==> config.mk <==
export PLATFORM = sky130hd
export DESIGN_NAME = hr_timing_calc_flat
export DESIGN_NICKNAME = d
export VERILOG_FILES = /design/src/rtl/hr_dpwm_pkg.sv /design/src/rtl/hr_timing_calc_if.sv /design/src/rtl/pwm_edge_sync.sv /design/src/rtl/hr_timing_calc.sv /design/src/flat_wrapper.sv
export SDC_FILE = /design/constraint.sdc
export NUM_CORES = 1
export LEC_CHECK = 0
export CAP_MARGIN = 20
export CORE_ASPECT_RATIO = 0.8
export CORE_MARGIN = 3
export CORE_UTILIZATION = 35
export CTS_CLUSTER_SIZE = 30
export DETAILED_ROUTE_END_ITERATION = 16
export HOLD_SLACK_MARGIN = 0.15
export PLACE_DENSITY = 0.63
export SLEW_MARGIN = 10
export SYNTH_ARGS = -nofsm -noshare
export SYNTH_HDL_FRONTEND = slang
export SYNTH_SLANG_ARGS = --single-unit
==> constraint.sdc <==
create_clock -name clk -period 5.8 [get_ports clk]
set_input_delay 1.16 -clock clk [delete_from_list [all_inputs] [get_ports clk]]
set_output_delay 1.16 -clock clk [all_outputs]
set_load 0.01 [all_outputs]
==> src/rtl/hr_dpwm_pkg.sv <==
// hr_dpwm_pkg: shared FSM state type, reset timing words and default widths for the HR-DPWM blocks
package hr_dpwm_pkg;
  typedef enum logic [1:0] {IDLE, CALC, CLAMP, ARMED} state_t;
  localparam int DC_LENGTH = 13;
  localparam int DE_BITS = 6;
  localparam int RST_H_ON = 8;
  localparam int RST_L_ON = 16;
  localparam int RST_DT = 8;
endpackage

==> src/rtl/hr_timing_calc_if.sv <==
// hr_timing_calc_if: valid/ready command bus (period, duty, deadtime); master drives the command, slave returns ready
interface hr_timing_calc_if #(parameter int W = hr_dpwm_pkg::DC_LENGTH);
  logic cmd_valid;
  logic cmd_ready;
  logic [W-1:0] cmd_period;
  logic [W-1:0] cmd_duty;
  logic [W-1:0] cmd_deadtime;
  modport master(output cmd_valid, cmd_period, cmd_duty, cmd_deadtime, input cmd_ready);
  modport slave(input cmd_valid, cmd_period, cmd_duty, cmd_deadtime, output cmd_ready);
endinterface

==> src/rtl/pwm_edge_sync.sv <==
// pwm_edge_sync: synchronises async_in through Sync_stages flops (reset high) and pulses fall_pulse one cycle on a falling edge
module pwm_edge_sync #(parameter int Sync_stages = 2) (
  input  logic clk,
  input  logic rst_n,
  input  logic async_in,
  output logic fall_pulse
);
  logic [Sync_stages-1:0] sync;
  logic dly;
  always_ff @(posedge clk or negedge rst_n) begin
    if (!rst_n) begin
      sync <= '1;
      dly <= 1'b1;
    end else begin
      sync <= {sync[Sync_stages-2:0], async_in};
      dly <= sync[Sync_stages-1];
    end
  end
  assign fall_pulse = dly & ~sync[Sync_stages-1];
endmodule

==> src/rtl/hr_timing_calc.sv <==
// hr_timing_calc: validates/clamps cmd bus commands into H_on/L_on/DeadTime, applied on L_PWM falls with upd_pulse, clamp_flag, err_flag status
module hr_timing_calc
  import hr_dpwm_pkg::*;
#(
  parameter int Nde = 64,
  parameter int DE_bits = DE_BITS,
  parameter int Dc_length = DC_LENGTH,
  parameter int Min_on = 64,
  parameter int Sync_stages = 2
) (
  input  logic                 clk,
  input  logic                 rst_n,
  hr_timing_calc_if.slave      cmd,
  input  logic                 L_PWM,
  output logic [Dc_length-1:0] H_on,
  output logic [Dc_length-1:0] L_on,
  output logic [Dc_length-1:0] DeadTime,
  output logic                 upd_pulse,
  output logic                 clamp_flag,
  output logic                 err_flag
);
  localparam int AW = Dc_length + 2;
  localparam logic signed [AW-1:0] MIN = AW'(Min_on);
  localparam logic signed [AW-1:0] MIN2 = AW'(2 * Min_on);
  if (Nde != 2 ** DE_bits || Min_on < 1 || Sync_stages < 2) begin : g_bad_cfg
    $error("hr_timing_calc: inconsistent parameters");
  end
  state_t st;
  logic boundary;
  logic [Dc_length-1:0] per_q, duty_q, dt_q, h_p, l_p, dt_p, h_n, l_n;
  logic signed [AW-1:0] avail, hmax, duty_x;
  pwm_edge_sync #(.Sync_stages(Sync_stages)) u_sync (
    .clk(clk), .rst_n(rst_n), .async_in(L_PWM), .fall_pulse(boundary)
  );
  assign duty_x = $signed({2'b00, duty_q});
  assign h_n = duty_x < MIN ? Dc_length'(Min_on) : duty_x > hmax ? hmax[Dc_length-1:0] : duty_q;
  assign l_n = avail[Dc_length-1:0] - h_n;
  always_ff @(posedge clk or negedge rst_n) begin
    if (!rst_n) begin
      st <= IDLE;
      cmd.cmd_ready <= 1'b1;
      upd_pulse <= 1'b0;
      clamp_flag <= 1'b0;
      err_flag <= 1'b0;
      H_on <= Dc_length'(RST_H_ON);
      L_on <= Dc_length'(RST_L_ON);
      DeadTime <= Dc_length'(RST_DT);
      per_q <= '0;
      duty_q <= '0;
      dt_q <= '0;
      h_p <= '0;
      l_p <= '0;
      dt_p <= '0;
      avail <= '0;
      hmax <= '0;
    end else begin
      upd_pulse <= 1'b0;
      case (st)
        IDLE: if (cmd.cmd_valid) begin
          per_q <= cmd.cmd_period;
          duty_q <= cmd.cmd_duty;
          dt_q <= cmd.cmd_deadtime;
          clamp_flag <= 1'b0;
          err_flag <= 1'b0;
          cmd.cmd_ready <= 1'b0;
          st <= CALC;
        end
        CALC: begin
          avail <= AW'({2'b00, per_q}) - AW'({dt_q, 1'b0});
          hmax <= AW'({2'b00, per_q}) - AW'({dt_q, 1'b0}) - MIN;
          st <= CLAMP;
        end
        CLAMP: if (avail < MIN2) begin
          err_flag <= 1'b1;
          cmd.cmd_ready <= 1'b1;
          st <= IDLE;
        end else begin
          h_p <= h_n;
          l_p <= l_n;
          dt_p <= dt_q;
          clamp_flag <= h_n != duty_q;
          st <= ARMED;
        end
        ARMED: if (boundary) begin
          H_on <= h_p;
          L_on <= l_p;
          DeadTime <= dt_p;
          upd_pulse <= 1'b1;
          cmd.cmd_ready <= 1'b1;
          st <= IDLE;
        end
      endcase
    end
  end
endmodule

==> src/flat_wrapper.sv <==
// flat-port wrapper written by rule: the top's interface ports become plain ports
module hr_timing_calc_flat import hr_dpwm_pkg::*;
#(
  parameter int Nde = 64,
  parameter int DE_bits = DE_BITS,
  parameter int Dc_length = DC_LENGTH,
  parameter int Min_on = 64,
  parameter int Sync_stages = 2
)
  (clk, rst_n, L_PWM, H_on, L_on, DeadTime, upd_pulse, clamp_flag, err_flag, cmd_cmd_valid, cmd_cmd_period, cmd_cmd_duty, cmd_cmd_deadtime, cmd_cmd_ready);
  hr_timing_calc_if #(.W(13)) cmd_i ();
  input  logic clk;
  input  logic rst_n;
  input  logic L_PWM;
  output logic [Dc_length-1:0] H_on;
  output logic [Dc_length-1:0] L_on;
  output logic [Dc_length-1:0] DeadTime;
  output logic upd_pulse;
  output logic clamp_flag;
  output logic err_flag;
  input wire logic [$bits(cmd_i.cmd_valid)-1:0] cmd_cmd_valid;
  input wire logic [$bits(cmd_i.cmd_period)-1:0] cmd_cmd_period;
  input wire logic [$bits(cmd_i.cmd_duty)-1:0] cmd_cmd_duty;
  input wire logic [$bits(cmd_i.cmd_deadtime)-1:0] cmd_cmd_deadtime;
  output wire logic [$bits(cmd_i.cmd_ready)-1:0] cmd_cmd_ready;
  assign cmd_i.cmd_valid = cmd_cmd_valid;
  assign cmd_i.cmd_period = cmd_cmd_period;
  assign cmd_i.cmd_duty = cmd_cmd_duty;
  assign cmd_i.cmd_deadtime = cmd_cmd_deadtime;
  assign cmd_cmd_ready = cmd_i.cmd_ready;
  hr_timing_calc #(.Nde(Nde), .DE_bits(DE_bits), .Dc_length(Dc_length), .Min_on(Min_on), .Sync_stages(Sync_stages)) u_core (.clk(clk), .rst_n(rst_n), .cmd(cmd_i), .L_PWM(L_PWM), .H_on(H_on), .L_on(L_on), .DeadTime(DeadTime), .upd_pulse(upd_pulse), .clamp_flag(clamp_flag), .err_flag(err_flag));
endmodule
==> summary.txt, run 1 <==
Outcome
  • Run status: finished, final reports clean

Route
  • DRT Pass-1 Iters: 5
  • Final ANT Viol Nets: 0
  • Routed vias/inst: 4.92
  • DR iter-0 viols: 446
  • WL final: 17700 um
  • DR vias: 5703
  • DRC: 0
  • Wire per inst: 15.3 um

Power and ir drop
  • Leakage: 4.25 nW
  • Logic gate share of total power: 54.1%
  • PwrDens: 711 nW/um2
  • Sequential Power Share: 28.8%
  • Max IR drop VDD: 251 uV
  • Internal power: 0.00379 W
  • Net Sw Frac: 42.9%
  • Clock Power Share: 17.0%
  • NetSw: 0.00285 W

STA
  • Final hold slack: 0.368 ns
  • Fin Setup TNS: 0 ns
  • Relative slew slack: 36.9%
  • Worst slew pin tran: 0.947 ns
  • Layout Skew: 0.0101 ns
  • Final Hold Violating Endpoints: 0
  • Max frequency: 0.238 GHz
  • Final period util: 72.4%
  • Final Max Tran Viols: 0
  • RSZ-0062 raised after global routing: false
  • Min Tclk post-route: 4.20 ns
  • Finish-stage setup viols: 0

Synthesis
  • Async set-reset flop share out of synthesis: 100%
  • Synthesized area: 7620 um2
  • EDFF count, synth: 0
  • Post-Syn Instances: 800
  • Synth warn: 0
  • Sequential area share after synthesis: 49.4%
  • Synth Area per Inst: 9.52 um2
  • Synth cell types: 66
  • Ys flop type: dfrtp_1
  • Net Count, Synth: 883
  • Post-synthesis register bit count: 150

Critical path
  • WP buf/inv: 2
  • Crit Path Category: flip-flop to flip-flop
  • Worst-path cell chain: inv_1 -> ha_1 -> and3_1 -> a221oi_2 -> nor3b_1 -> o41ai_4 -> buf_4 -> a21oi_1 -> or2_1 -> ha_1 -> o21ai_0 -> a21boi_0 -> o31ai_1 -> a31oi_1 -> a21oi_1 -> mux2i_1 -> o311ai_0
  • WP data required: 6.07 ns
  • Worst Path Arrival: 4.47 ns
  • Reg2Reg Launch Point: u_core.hmax[11]$_DFFE_PN0N_
  • Critical path's largest stage delay: 0.44 ns
  • CP Launch Type: flip-flop
  • Reg-to-Reg End: u_core.l_p[11]$_DFFE_PN0P_
  • CP Max Fanout: 22
  • Reg2Reg Setup Slack: 1.60 ns
  • Critical Path End Type: flip-flop
  • R2R depth: 17
  • Worst path top cell family by delay: compound AO/OA/AOI/OAI gates
  • Crit path max-delay cell type: o41ai_4

Global routing
  • Vias in the first global route: 5583
  • Total gr overflow: 0
  • GR Util All Layers: 16.0%
  • Initial antenna violation count: 0
  • First-pass GRT wire length: 29600 um
  • Largest net degree at the start of global routing: 107

Cells and area
  • Antenna Cells: 0
  • FILL cells: 2039
  • Nets: 961
  • Share of cells above drive strength 1: 11.2%
  • Area growth syn-to-layout: 22.5%
  • Post-layout util: 44.3%

Job
  • Max-cap violations: 0

Placed design
  • GP Congestion: 0.861
  • HPWL after DPL: 13000 um
  • # port buffers: 85

Floorplan
  • Die X-Extent: 171 um
  • Full die area: 23600 um2
  • Height of the die: 138 um
  • Ports: 86
  • Row count: 47
  • Starting Density: 36.2%
  • Core area: 21100 um2

CTS
  • H-tree levels: 4
  • CTS tree: yes
  • TritonCTS Buffers: 17
  • Clock root cell: clkbuf_16
  • Reg clk slew, reported paths: 0.06 ns
  • PostCTS Resize Cnt: 0
  • Postcts setup bufs: 0
  • Clk buf depth: 2
  • Clk Latency, worst-skew pair: 0.42 ns
  • Total clock sinks: 150
  • Hold-fix buffers, CTS: 0

Worst hold path
  • HP Class: flip-flop to flip-flop
  • Worst hold path depth: 0
  • Hold path start: u_core.u_sync.sync[1]$_DFF_PN1_
  • Worst Hold Path EP: u_core.u_sync.dly$_DFF_PN1_
==> sequential cells by signal (all words and copies together), names as in the netlist <==
name / cells
u_core.H_on: 13
u_core.upd_pulse: 1
u_core.hmax: 15
u_core.DeadTime: 13
u_core.st: 2
u_core.clamp_flag: 1
u_core.dt_q: 13
u_core.u_sync.dly: 1
u_core.duty_q: 13
u_core.per_q: 13
u_core.err_flag: 1
u_core.h_p: 13
u_core.L_on: 13
u_core.u_sync.sync: 2
u_core.avail: 9
u_core.cmd.cmd_ready: 1
u_core.l_p: 13
u_core.dt_p: 13
==> per-layer routing <==
layer  routed length [um]  vias to the layer above  global-route usage, %
met3                  781                       13                   3.96
li1                     -                     2866                      -
met1                 9370                     2712                   24.2
met5                    0                        -                      0
met4                  150                        0                   3.49
met2                 7420                      112                   23.1
==> final cells by class <==
type,count,area (um2),share of cell area [%]
sequential,150,3760,40.3
clock buffer,21,470,5.04
clock inverter,11,138,1.47
multi-input combinational,576,3560,38.2
tap,269,337,3.61
timing repair buffer,93,912,9.77
inverter,40,150,1.61
==> cell usage after synthesis (3+ instances only) <==
master    number  area, um2
and2_1         3       18.8
inv_1         38        143
o21a_1         6       45.0
nand2b_1       6       37.5
buf_1          5       18.8
nand2_1      202        758
o21ai_0       58        290
nor2_1        35        131
xor2_1        17        149
o21ai_1       17       85.1
clkbuf_1      26       97.6
a21oi_1       32        160
xnor2_1       14        123
or3_1          4       25.0
nor2b_1        5       31.3
o211ai_1       4       30.0
a21o_1         9       67.6
nor4_1         3       18.8
mux2i_1        4       40.0
or2_1          9       56.3
o31ai_1        7       52.6
mux2_2        31        349
nor3b_1        4       30.0
nor3_1        11       55.1
a211oi_1       5       37.5
or2_2          3       18.8
nand4_1        3       18.8
dfrtp_1      143       3580
ha_1          38        475
nand3_1       10       50.1
dfstp_2        7        184
==> per-stage QoR <==
stage | cells | setup WS [ns] | area, um2 | power, W
6_report | 1160 | 1.60 | 9330 | 0.00664
5_1_grt | 1160 | 1.18 | 9330 | 0.00726
4_1_cts | 1160 | 1.61 | 9330 | 0.00668
3_5_place_dp | 1128 | 1.65 | 8730 | 0.00552
3_3_place_gp | 1128 | 1.72 | 8730 | 0.00548
2_1_floorplan | 800 | 1.84 | 7620 | 0.00445
==> cells by family (layout without fill, tap and decap cells) <==
family | Yosys count | count (layout) | share of synthesized area (%)
buf+inv | 74 | 165 | 3.86
flops | 150 | 150 | 49.4
fa+ha+maj | 40 | 40 | 6.77
simple gates | 308 | 308 | 17.6
mux | 35 | 35 | 5.11
compound gates | 162 | 162 | 13.7
xor+xnor | 31 | 31 | 3.56
==> worst max-delay path by stage <==
stage / startpoint / cells after the start / slack (ns) / to
6_report: u_core.hmax[11]$_DFFE_PN0N_ / 17 / 1.60 / u_core.l_p[11]$_DFFE_PN0P_
2_1_floorplan: u_core.hmax[10]$_DFFE_PN0N_ / 20 / 1.84 / u_core.l_p[10]$_DFFE_PN0P_
3_5_place_dp: u_core.duty_q[10]$_DFFE_PN0P_ / 16 / 1.65 / u_core.l_p[11]$_DFFE_PN0P_
4_1_cts: u_core.hmax[11]$_DFFE_PN0N_ / 17 / 1.61 / u_core.l_p[11]$_DFFE_PN0P_
3_3_place_gp: u_core.duty_q[11]$_DFFE_PN0P_ / 16 / 1.72 / u_core.l_p[11]$_DFFE_PN0P_
5_1_grt: u_core.hmax[11]$_DFFE_PN0N_ / 17 / 1.18 / u_core.l_p[11]$_DFFE_PN0P_
==> placed cells by master, fill, tap and decap left out, types with 31 or more instances in the layout <==
cell type,count
ha_1,38
o21ai_0,58
mux2_2,31
clkdlybuf4s50_1,84
a21oi_1,32
nor2_1,35
nand2_1,202
inv_1,38
dfrtp_1,143
==> power by group through the flow <==
stage	logic, W	clock network (W)	registers (W)
2_1_floorplan	0.00259	0	0.00186
4_1_cts	0.00361	0.00115	0.00192
5_1_grt	0.00408	0.00120	0.00198
6_report	0.00359	0.00113	0.00192
3_3_place_gp	0.00356	0	0.00192
3_5_place_dp	0.00358	0	0.00193
Note: power is estimated with default switching activity, not from simulation.
==> run 2: changes to the inputs <==
Clock period 5.8 ns to 4.4 ns, I/O delays scaled along.
==> summary.txt, run 2 (synthesized netlist as in run 1, its figures left out) <==
Outcome
  • Run status: finished, final reports clean

Global routing
  • Initial antenna violation count: 0
  • GR Util All Layers: 16.2%
  • Vias in the first global route: 5635
  • Total gr overflow: 0
  • Largest net degree at the start of global routing: 104
  • First-pass GRT wire length: 29800 um

Cells and area
  • Most common cell after layout, fill and taps aside: nand2_1
  • Max FFs per register: 15
  • Share of cells above drive strength 1: 12.5%
  • Nets: 972
  • Most frequent cells in the layout: 202 x nand2_1, 142 x dfrtp_1, 84 x clkdlybuf4s50_1
  • Area growth syn-to-layout: 23.6%
  • Non-Filler Instances: 1171
  • FILL cells: 2032
  • Antenna Cells: 0
  • Largest reg by FF count: u_core.hmax

Critical path
  • Crit path max-delay cell type: o41ai_4
  • Critical Path End Type: flip-flop
  • Crit Path Category: flip-flop to flip-flop
  • CP Launch Type: flip-flop
  • Reg-to-Reg End: u_core.l_p[11]$_DFFE_PN0P_
  • CP Max Fanout: 4
  • WP buf/inv: 3
  • CP most frequent cell: a21oi_1
  • Reg2Reg Launch Point: u_core.hmax[4]$_DFFE_PN0N_
  • Critical Path Sink: u_core.l_p[11]$_DFFE_PN0P_
  • WP data required: 4.67 ns
  • Worst path depth: 19
  • Crit path from: u_core.hmax[4]$_DFFE_PN0N_
  • Critical path's largest stage delay: 0.44 ns
  • Worst path top cell family by delay: compound AO/OA/AOI/OAI gates
  • R2R depth: 19
  • Worst-path cell chain: inv_1 -> ha_1 -> a211o_1 -> a21oi_1 -> a21oi_1 -> o41ai_4 -> buf_4 -> mux2i_1 -> nor2_2 -> inv_2 -> ha_1 -> nor2b_1 -> o21ai_0 -> a21boi_0 -> o31ai_1 -> a31oi_1 -> a21oi_1 -> mux2i_1 -> o311ai_0
  • Reg2Reg Setup Slack: 0.31 ns
  • Worst Path Arrival: 4.36 ns

Route
  • DRC: 0
  • WL final: 17800 um
  • Routed vias/inst: 4.91
  • DR iter-0 viols: 475
  • DR vias: 5745
  • DRT Pass-1 Iters: 5
  • Wire per inst: 15.2 um
  • Final ANT Viol Nets: 0

Placed design
  • Setup slack at placement: 0.358 ns
  • # port buffers: 85
  • HPWL after DPL: 13100 um
  • GP Congestion: 0.859
  • DP Cell Count: 1139

STA
  • Relative slew slack: 34.9%
  • Worst slew pin tran: 0.976 ns
  • Final Hold Violating Endpoints: 0
  • Final period util: 92.9%
  • Max frequency: 0.245 GHz
  • Min Tclk post-route: 4.09 ns
  • Finish-stage setup viols: 0
  • Final Max Tran Viols: 0
  • Final worst slack: 0.315 ns
  • Layout Skew: 0.0143 ns

Floorplan
  • Full die area: 23600 um2
  • Ports: 86
  • Core area: 21100 um2
  • Die X-Extent: 171 um
  • Height of the die: 138 um
  • Starting Density: 36.2%
  • Row count: 47

Power and ir drop
  • Max IR drop VDD: 388 uV
  • Total chip power: 0.00881 W
  • PwrDens: 936 nW/um2
  • Leakage: 4.31 nW

CTS
  • Reg clk slew, reported paths: 0.07 ns
  • Clk buf depth: 2
  • H-tree levels: 4
  • CTS tree: yes
  • Postcts setup bufs: 0
  • PostCTS Resize Cnt: 0
  • Clock root cell: clkbuf_16
  • Hold-fix buffers, CTS: 0
  • Clk Latency, worst-skew pair: 0.43 ns
  • TritonCTS Buffers: 17
  • Total clock sinks: 150

Worst hold path
  • HP Class: flip-flop to flip-flop
  • Hold path start: u_core.u_sync.sync[0]$_DFF_PN1_

Job
  • Max-cap violations: 0
-- run 2: layout make-up --
cell class	count	area (um2)	share of cell area, %
repair buffers	104	1010	10.7
multi-input cells	576	3560	37.9
clock inverters	15	161	1.71
clock buffers	17	425	4.52
inverters	40	150	1.60
well taps	269	337	3.58
flip-flops and latches	150	3760	40.0
-- run 2: metal layers --
metal	vias to the layer above	wire, um	global-route usage (%)
met5	-	0	0
met4	0	257	4.42
met3	20	738	3.88
met2	119	7390	22.9
met1	2716	9440	24.6
li1	2890	-	-
-- run 2: worst register-to-register path, delay by kind of cell (launching register included) --
| family | cells | cell delay (ns) |
|---|---|---|
| AOI/OAI and AO/OA | 10 | 2.06 |
| adders and majority gates | 2 | 0.52 |
| buffers and inverters | 3 | 0.33 |
| DFF | 1 | 0.42 |
| muxes | 2 | 0.41 |
| and+or+nand+nor | 2 | 0.20 |
-- run 2: how the worst min path moves through the flow --
| stage | endpoint | depth (start not counted) |
|---|---|---|
| 6_report | u_core.u_sync.sync[1]$_DFF_PN1_ | 0 |
| 5_1_grt | u_core.u_sync.sync[1]$_DFF_PN1_ | 0 |
| 4_1_cts | u_core.u_sync.sync[1]$_DFF_PN1_ | 0 |
| 3_5_place_dp | u_core.u_sync.dly$_DFF_PN1_ | 0 |
| 3_3_place_gp | u_core.u_sync.dly$_DFF_PN1_ | 0 |
| 2_1_floorplan | u_core.u_sync.sync[1]$_DFF_PN1_ | 0 |
-- run 2: power by group --
group	leakage, nW	switching, W	total (W)	internal, W
Sequential	1.86	0.000453	0.00248	0.00203
Clock	0.290	0.000654	0.00146	0.000804
Combinational	2.15	0.00271	0.00487	0.00216
-- run 2: through the flow --
| step | utilization [%] | hold WS (ns) | setup TNS (ns) | instance area, um2 |
|---|---|---|---|---|
| 5_1_grt | 44.7 | 0.376 | -0.0424 | 9410 |
| 6_report | 44.7 | 0.371 | 0 | 9410 |
| 2_1_floorplan | - | 0.345 | 0 | 7620 |
| 3_5_place_dp | 41.9 | 0.360 | 0 | 8820 |
| 3_3_place_gp | 41.9 | 0.359 | 0 | 8820 |
| 4_1_cts | 44.7 | 0.368 | 0 | 9410 |
